--- config.mk ---
export PLATFORM = sky130hd
export DESIGN_NAME = dense_accumulator_flat
export DESIGN_NICKNAME = d
export VERILOG_FILES = /design/src/rtl/dense_accumulator_if.sv /design/src/rtl/dense_accumulator.sv /design/src/flat_wrapper.sv
export SDC_FILE = /design/constraint.sdc
export NUM_CORES = 1
export LEC_CHECK = 0
export CORE_MARGIN = 8
export CORE_UTILIZATION = 30
export CTS_CLUSTER_DIAMETER = 120
export CTS_CLUSTER_SIZE = 10
export DETAILED_ROUTE_END_ITERATION = 10
export HOLD_SLACK_MARGIN = 0.15
export MAX_ROUTING_LAYER = met4
export PLACE_DENSITY = 0.55
export SLEW_MARGIN = 20
export SYNTH_ARGS = -nofsm -noshare
export SYNTH_HDL_FRONTEND = slang
export SYNTH_SLANG_ARGS = --single-unit
--- constraint.sdc ---
create_clock -name clock -period 8.33 [get_ports clock]
set_input_delay 1.666 -clock clock [delete_from_list [all_inputs] [get_ports clock]]
set_output_delay 1.666 -clock clock [all_outputs]
set_load 0.005 [all_outputs]
--- src/rtl/dense_accumulator_if.sv ---
// Beat/result handshake bundle for dense_accumulator.
// master drives beats and consumes results; slave is the accumulator.
interface dense_accumulator_if #(
  parameter int BIT_DATA = 8,
  parameter int KSIZE    = 4,
  parameter int BIT_ACC  = 20
);
  logic [2*BIT_DATA*KSIZE-1:0] y;
  logic                        in_valid;
  logic                        in_ready;
  logic [BIT_ACC*KSIZE-1:0]    bias;
  logic                        abort;
  logic [BIT_ACC*KSIZE-1:0]    acc_out;
  logic                        out_valid;
  logic                        out_ready;
  logic                        ovf;

  modport master (
    output y, in_valid, bias, abort, out_ready,
    input  in_ready, acc_out, out_valid, ovf
  );

  modport slave (
    input  y, in_valid, bias, abort, out_ready,
    output in_ready, acc_out, out_valid, ovf
  );
endinterface

--- src/rtl/dense_accumulator.sv ---
// Per-lane saturating accumulator over N_IN beats of packed products.
// Result is held in HOLD until downstream takes it.
module dense_accumulator #(
  parameter int BIT_DATA = 8,
  parameter int KSIZE    = 4,
  parameter int BIT_ACC  = 20,
  parameter int N_IN     = 4
) (
  input logic clock,
  input logic reset,
  dense_accumulator_if.slave bus
);
  localparam int PW = 2 * BIT_DATA;
  localparam int W  = BIT_ACC + 1;
  localparam int CW = $clog2(N_IN + 1);

  localparam logic [BIT_ACC-1:0] MAXV =
    {1'b0, {(BIT_ACC-1){1'b1}}};
  localparam logic [BIT_ACC-1:0] MINV =
    {1'b1, {(BIT_ACC-1){1'b0}}};

  typedef enum logic [1:0] {
    IDLE,
    ACCUM,
    HOLD
  } state_t;

  state_t             state;
  logic [CW-1:0]      cnt;
  logic [BIT_ACC-1:0] acc  [KSIZE];
  logic               ovf_q;

  logic [BIT_ACC-1:0] base [KSIZE];
  logic [PW-1:0]      prod [KSIZE];
  logic [W-1:0]       sum  [KSIZE];
  logic [BIT_ACC-1:0] nxt  [KSIZE];
  logic [KSIZE-1:0]   clamp;

  // First beat starts from bias, later beats from the running sum
  always_comb begin
    clamp = '0;
    for (int i = 0; i < KSIZE; i++) begin
      base[i] = (state == IDLE)
        ? bus.bias[i*BIT_ACC +: BIT_ACC] : acc[i];
      prod[i] = bus.y[i*PW +: PW];
      sum[i]  = {base[i][BIT_ACC-1], base[i]}
              + {{(W-PW){prod[i][PW-1]}}, prod[i]};
      clamp[i] = sum[i][W-1] != sum[i][W-2];
      nxt[i]   = sum[i][BIT_ACC-1:0];
      if (clamp[i])
        nxt[i] = sum[i][W-1] ? MINV : MAXV;
    end
  end

  always_ff @(posedge clock) begin
    if (reset) begin
      state <= IDLE;
      cnt   <= '0;
      ovf_q <= 1'b0;
      for (int i = 0; i < KSIZE; i++)
        acc[i] <= '0;
    end else if (bus.abort) begin
      state <= IDLE;
      cnt   <= '0;
      ovf_q <= 1'b0;
      for (int i = 0; i < KSIZE; i++)
        acc[i] <= '0;
    end else begin
      unique case (state)
        IDLE: begin
          if (bus.in_valid) begin
            acc   <= nxt;
            cnt   <= CW'(1);
            ovf_q <= |clamp;
            state <= (N_IN == 1) ? HOLD : ACCUM;
          end
        end
        ACCUM: begin
          if (bus.in_valid) begin
            acc   <= nxt;
            cnt   <= cnt + CW'(1);
            ovf_q <= ovf_q | (|clamp);
            if (cnt == CW'(N_IN - 1))
              state <= HOLD;
          end
        end
        HOLD: begin
          if (bus.out_ready)
            state <= IDLE;
        end
        default: state <= IDLE;
      endcase
    end
  end

  always_comb begin
    bus.acc_out = '0;
    for (int i = 0; i < KSIZE; i++)
      bus.acc_out[i*BIT_ACC +: BIT_ACC] = acc[i];
  end

  assign bus.in_ready  = (state != HOLD);
  assign bus.out_valid = (state == HOLD);
  assign bus.ovf       = ovf_q;
endmodule

--- src/flat_wrapper.sv ---
// flat-port wrapper written by rule: the top's interface ports become plain ports
module dense_accumulator_flat 
#(
  parameter int BIT_DATA = 8,
  parameter int KSIZE    = 4,
  parameter int BIT_ACC  = 20,
  parameter int N_IN     = 4
)
  (clock, reset, bus_y, bus_in_valid, bus_bias, bus_abort, bus_out_ready, bus_in_ready, bus_acc_out, bus_out_valid, bus_ovf);
  dense_accumulator_if #(.BIT_DATA(BIT_DATA), .KSIZE(KSIZE), .BIT_ACC(BIT_ACC)) bus_i ();
  input logic clock;
  input logic reset;
  input wire logic [$bits(bus_i.y)-1:0] bus_y;
  input wire logic [$bits(bus_i.in_valid)-1:0] bus_in_valid;
  input wire logic [$bits(bus_i.bias)-1:0] bus_bias;
  input wire logic [$bits(bus_i.abort)-1:0] bus_abort;
  input wire logic [$bits(bus_i.out_ready)-1:0] bus_out_ready;
  output wire logic [$bits(bus_i.in_ready)-1:0] bus_in_ready;
  output wire logic [$bits(bus_i.acc_out)-1:0] bus_acc_out;
  output wire logic [$bits(bus_i.out_valid)-1:0] bus_out_valid;
  output wire logic [$bits(bus_i.ovf)-1:0] bus_ovf;
  assign bus_i.y = bus_y;
  assign bus_i.in_valid = bus_in_valid;
  assign bus_i.bias = bus_bias;
  assign bus_i.abort = bus_abort;
  assign bus_i.out_ready = bus_out_ready;
  assign bus_in_ready = bus_i.in_ready;
  assign bus_acc_out = bus_i.acc_out;
  assign bus_out_valid = bus_i.out_valid;
  assign bus_ovf = bus_i.ovf;
  dense_accumulator #(.BIT_DATA(BIT_DATA), .KSIZE(KSIZE), .BIT_ACC(BIT_ACC), .N_IN(N_IN)) u_core (.clock(clock), .reset(reset), .bus(bus_i));
endmodule
==> impl_results.md, run 1 <==
- Status: finished clean
- Post-DR vias/cell: 5.20
- Synth async-reset ratio: 0%
- Area post-placement: 11200 um2
- Peak supply drop: 0.0728 mV
- # port buffers: 231
- Post-route cell area: 11400 um2
- Clock network fraction of design power: 22.5%
- Worst setup path class: primary input to register
- RePlAce Congestion: 0.866
- Final nets: 1475
- Post-CTS Setup Inserts: 0
- Power Density: 145 nW/um2
- Startpoint types: primary input
- Row cnt: 61
- Die W: 185 um
- CP Capture Point: u_core.bus.acc_out[41]
- Final core occ: 41.1%
- Worst-path clk slew: 0.07 ns
- Synth area leaders: dfxtp_1 (20%), ha_1 (12%), mux2_2 (11%)
- RSZ-0062 raised after global routing: no
- Vias in the first global route: 8460
- Placed wire-length estimate: 21.1 mm
- Routed Antenna Nets: 0
- CP Capture Type: register
- # fillers: 2858
- Psw: 0.000626 W
- CTS tree: built
- Post-Syn Area: 8530 um2
- Top-count cell post-synth: a21oi_1
- Mapped Cells: 1047
- Yosys top cell by area: dfxtp_1
- Initial Utilization: 30.6%
- Worst min path class: register to register
- Vias after detailed routing: 8426
- Sequential cell area: 1720 um2
- Worst-Skew Late Latency: 0.35 ns
- IO Count: 232
- Reg2reg end: u_core.bus.acc_out[41]
- YS warnings: 0
- Setup Skew: 0.0148 ns
- First DRT Iteration DRCs: 501
- All-Layer GR Usage: 16.7%
- Reg2Reg Launch Point: u_core.state[1]
- CTS sink count: 86
- Max-slew headroom: 26.0%
- Leakage: 4.46 nW
- Fraction of layout cells with a size suffix above 1: 11.8%
- Clock buffer depth: 2
- Worst Hold Depth: 2
- Worst Path Required: 8.60 ns
- Most used DFF post-synth: dfxtp_1
- Yosys reg bits: 86
- Reg2Reg Setup Slack: 3.21 ns
- Switching part of the total: 37.7%
- Worst-Margin Slew: 1.11 ns
- Worst Setup SP: bus_bias[40]
- H-Tree Depth: 3
- Largest net degree at the start of global routing: 79
- Sequential Power Share: 27.8%
- Sequential cell area fraction in the yosys report: 20.2%
- Drt wl/cell: 17.5 um
- F_max: 190 MHz
- Fin. max-slew vios: 0
- Clk root buf: clkbuf_16
- Post-Syn Nets: 1282
- Period utilisation layout: 63.3%
- First-pass GRT wire length: 45.2 mm
- Power, Total: 0.00166 W
- Initial antenna violation count: 1
- Pint: 0.00103 W
- Drt total wl: 28.4 mm
- Drt first pass iters: 4
- Yosys cell types: 74
- Core box area: 27900 um2
- R2r worst-path depth: 16
- GRT overflow: 0
- CTS Hold Bufs: 0
- # setup viols final: 0
- Final min period: 5.27 ns
- CTS buffer count: 9
- Combinational power share: 49.7%
- Die area: 34100 um2
- Setup tns final: 0 ns
- Final hold vios: 0
- Most common library cells after synthesis: a21oi_1 (147), o21ai_0 (136), dfxtp_1 (86)
- Worst Path Max Fanout: 12
- Area delta synth->final: 34.1%
- Cts repair resizes: 0
- MaxCap Viol Count: 0
- Multi-input logic area: 6500 um2
- Crit path DAT: 5.54 ns
- Die Y-Extent: 185 um
- DR DRC count: 0
- Mean Syn Cell Area: 8.15 um2
- Synth top area share: 20.2%
- Number of flops mapped to enable cells by yosys: 0
[stage by stage]
stage,hold slack [ns],setup WS (ns),std cells
final,0.458,3.06,1621
after global routing,0.481,2.86,1621
after CTS,0.462,3.04,1620
after detailed placement,0.451,2.71,1607
after global placement,0.438,2.88,1607
after floorplan,0.432,4.17,1047
[sequential cells by signal (all words and copies together) (netlist names)]
name / flops
u_core.cnt: 3
u_core.state: 2
u_core.bus.acc_out: 80
u_core.bus.ovf: 1
[layer usage]
| layer | track usage (%) | up-vias | wire length, um | part of all wire [%] |
|---|---|---|---|---|
| li1 | - | 4262 | - | - |
| met5 | - | - | 0 | 0 |
| met4 | 2.56 | 0 | 245 | 0.86 |
| met3 | 4.11 | 16 | 1820 | 6.4 |
| met1 | 21.5 | 3921 | 13700 | 48 |
| met2 | 26.7 | 227 | 12700 | 45 |
[worst max-delay path, stage by stage]
cell and delay (ns):
clkdlybuf4s50_1 0.45, mux2_2 0.14, ha_1 0.18, inv_1 0.07
fa_1 0.44, nor2b_1 0.17, o31a_1 0.20, a2bb2oi_1 0.30
a2111o_1 0.24, a31oi_1 0.11, mux2i_1 0.72, buf_4 0.29
inv_1 0.07, maj3_1 0.34, a21oi_1 0.16
[cell usage in the layout, fill, tap and decap left out, types with 5 or more instances in the layout]
cell type / count
o21bai_1: 11
o21a_1: 16
a211oi_1: 9
nand2_1: 30
a21o_1: 29
nor3_1: 15
mux2_2: 80
a31oi_1: 10
nor2_1: 60
nand3_1: 16
ha_1: 82
nor2b_1: 5
a21oi_2: 11
inv_1: 31
maj3_1: 29
and3_1: 9
o21ai_0: 136
clkbuf_16: 9
nand4_1: 7
xnor2_1: 37
buf_4: 7
a21oi_1: 147
xor2_1: 28
maj3_2: 11
clkdlybuf4s50_1: 231
dfxtp_1: 86
nand2b_1: 8
[worst min path at each step]
| stage | to | startpoint |
|---|---|---|
| 2_1_floorplan | u_core.cnt[2] | u_core.cnt[2] |
| 3_3_place_gp | u_core.cnt[2] | u_core.cnt[2] |
| 3_5_place_dp | u_core.cnt[1] | u_core.cnt[1] |
| 4_1_cts | u_core.cnt[1] | u_core.cnt[1] |
| 5_1_grt | u_core.cnt[1] | u_core.cnt[1] |
| 6_report | u_core.cnt[2] | u_core.cnt[2] |
[layout make-up]
cell class                      count  area share [%]
Multi-Input combinational cell    873            56.8
Antenna cell                        1          0.0219
Tap cell                          378            4.13
Inverter                           31            1.02
Clock buffer                       10            2.00
Clock inverter                      3           0.131
Timing Repair Buffer              239            20.8
Sequential cell                    86            15.0
[kinds of logic (layout without fill, tap and decap cells)]
family | after synthesis | in the layout | share of synthesized area, %
compound gates | 418 | 418 | 29.4
xor+xnor | 68 | 68 | 7.29
mux | 81 | 81 | 10.7
flops | 86 | 86 | 20.2
other cells | 0 | 1 | 0
simple gates | 180 | 180 | 10.5
buf+inv | 88 | 283 | 4.08
fa+ha+maj | 126 | 126 | 17.8
[power groups by stage]
stage               Clock (W)  Sequential, W  Combinational, W
finish               0.000374       0.000461          0.000826
global route         0.000408       0.000466          0.000918
CTS                  0.000389       0.000462          0.000830
detailed placement          0       0.000470          0.000823
global placement            0       0.000471          0.000821
floorplan                   0       0.000466          0.000569
Power figures use the tool's default switching activity.
==> run 2, diff against run 1 <==
Clock period 8.33 ns to 4.85 ns, I/O delays scaled along.
==> impl_results.md, run 2 (synthesis results as in run 1) <==
- RePlAce Congestion: 0.852 (-1.6%)
- F_max: 248 MHz
- Core box area: 27900 um2 (unchanged)
- Worst setup path class: primary input to register
- CTS tree: built
- Clk root buf: clkbuf_16
- Commonest non-fill, non-tap cell in the layout: clkdlybuf4s50_1
- Largest register FFs: 80 (unchanged)
- Top sig layer: met4
- CTS Hold Bufs: 0 (unchanged)
- Fin. max-slew vios: 0 (unchanged)
- Startpoint types: primary input
- Pre-CTS setup slack: 0.485 ns (-2.23 ns)
- Worst min path class: register to register
- Vias after detailed routing: 8419 (-0.083%)
- Most frequent cells in the layout: clkdlybuf4s50_1 (231), a21oi_1 (147), o21ai_0 (136)
- Status: finished clean
- H-Tree Depth: 3 (unchanged)
- Post-CTS Setup Inserts: 0 (unchanged)
- Setup Skew: 0.0158 ns (+0.00105 ns)
- Die Y-Extent: 185 um (unchanged)
- Initial antenna violation count: 1 (unchanged)
- CP Capture Type: register
- # port buffers: 231 (unchanged)
- Peak supply drop: 0.161 mV (+120%)
- Routed Antenna Nets: 0 (unchanged)
- CTS sink count: 86 (unchanged)
- Reg2Reg Launch Point: u_core.state[1]
- All-Layer GR Usage: 16.9% (+0.17 points)
- Row cnt: 61 (unchanged)
- Initial Utilization: 30.6% (unchanged)
- Worst Path Required: 5.12 ns (-3.48 ns)
- Final hold vios: 0 (unchanged)
- Placed wire-length estimate: 21.8 mm (+3.3%)
- Vias in the first global route: 8605 (+1.7%)
- R2r worst-path depth: 14 (-2)
- Leakage: 4.52 nW (+1.4%)
- Worst-Skew Late Latency: 0.35 ns (about the same)
- Drt first pass iters: 5 (+1)
- MaxCap Viol Count: 0 (unchanged)
- Final min period: 4.04 ns
- Cts repair resizes: 0 (unchanged)
- Crit path DAT: 4.31 ns (-1.23 ns)
- Hold Path Sink: u_core.cnt[2]
- Post-DR vias/cell: 5.15 (-0.88%)
- Worst Path Max Fanout: 9 (-3)
- Final nets: 1485 (+0.68%)
- CTS buffer count: 9 (unchanged)
- Met2 WL: 12.8 mm (+1.2%)
- Clock buffer depth: 2 (unchanged)
- Worst setup margin: 0.814 ns (-2.24 ns)
- Final core occ: 41.5% (+0.41 points)
- GRT overflow: 0 (unchanged)
- Met3 WL: 1.90 mm (+4.3%)
- Max-slew headroom: 31.8% (+5.8 points)
- Drt total wl: 28.4 mm (-0.27%)
- First DRT Iteration DRCs: 423 (-16%)
- Worst Hold Depth: 2 (unchanged)
- # fillers: 2807 (-1.8%)
- Worst-path clk slew: 0.06 ns (about the same)
- Setup tns final: 0 ns (unchanged)
- M1 WL: 13.4 mm (-2.2%)
- Hold WS: 0.452 ns (-0.00569 ns)
- Drt wl/cell: 17.4 um (-1.1%)
- Fraction of layout cells with a size suffix above 1: 12.5% (+0.75 points)
- Reg2Reg Setup Slack: 0.86 ns (-2.35 ns)
- Die W: 185 um (unchanged)
- Period utilisation layout: 83.2%
- First-pass GRT wire length: 45.7 mm (+0.96%)
- Largest net degree at the start of global routing: 83 (+5.1%)
- Area delta synth->final: 35.5%
- Worst-Margin Slew: 1.02 ns (-0.0868 ns)
- RSZ-0062 raised after global routing: no
- Die area: 34100 um2 (unchanged)
- # setup viols final: 0 (unchanged)
- Power Density: 255 nW/um2 (+75%)
- IO Count: 232 (unchanged)
- DR DRC count: 0 (unchanged)
- Reg2reg end: u_core.bus.acc_out[70]
- Hold wc startpoint: u_core.cnt[2]
## run 2: per-stage QoR
| stage | cell area (um2) | std cells | total power (W) |
|---|---|---|---|
| after floorplan | 8530 | 1047 | 0.00178 |
| after global placement | 11300 | 1617 | 0.00224 |
| after detailed placement | 11300 | 1617 | 0.00225 |
| after CTS | 11600 | 1633 | 0.00298 |
| after global routing | 11600 | 1634 | 0.00317 |
| final | 11600 | 1634 | 0.00294 |
## run 2: layout make-up
class,count,area [um2],share of cell area [%]
diodes,1,2.50,0.0217
clock buffers,12,236,2.05
clock inverters,4,47.5,0.411
inverters,31,116,1.01
multi-input cells,873,6500,56.2
flip-flops and latches,86,1720,14.9
well taps,378,473,4.09
repair buffers,249,2460,21.3
## run 2: per-layer routing
metal / track usage, % / vias to the layer above
li1: - / 4281
met1: 21.2 / 3894
met3: 4.37 / 19
met4: 2.94 / 0
met2: 27.3 / 225
met5: - / -
## run 2: worst max-delay path by stage
stage                          from                endpoint  cells past startpoint
detailed placement     bus_bias[40]  u_core.bus.acc_out[50]                     15
floorplan           u_core.state[1]  u_core.bus.acc_out[16]                     13
finish                 bus_bias[40]  u_core.bus.acc_out[50]                     15
global placement       bus_bias[40]  u_core.bus.acc_out[50]                     15
CTS                    bus_bias[40]  u_core.bus.acc_out[50]                     15
global route        u_core.state[1]  u_core.bus.acc_out[67]                     14
## run 2: critical path, cell delays in order
cell             delay [ns]
clkdlybuf4s50_1        0.45
mux2_2                 0.14
ha_1                   0.19
inv_1                  0.07
fa_1                   0.43
nor2b_1                0.18
o31a_1                 0.20
a2bb2oi_1              0.35
a2111o_1               0.25
a31oi_1                0.11
mux2i_1                0.22
buf_4                  0.20
inv_1                  0.06
maj3_1                 0.34
a21oi_1                0.14
## run 2: report_power, final
group | switching [W] | total (W) | internal, W
clock | 0.000313 | 0.000713 | 0.000399
combinational | 0.000734 | 0.00144 | 0.000703
sequential | 0.0000395 | 0.000793 | 0.000753
total | 0.00109 | 0.00294 | 0.00186
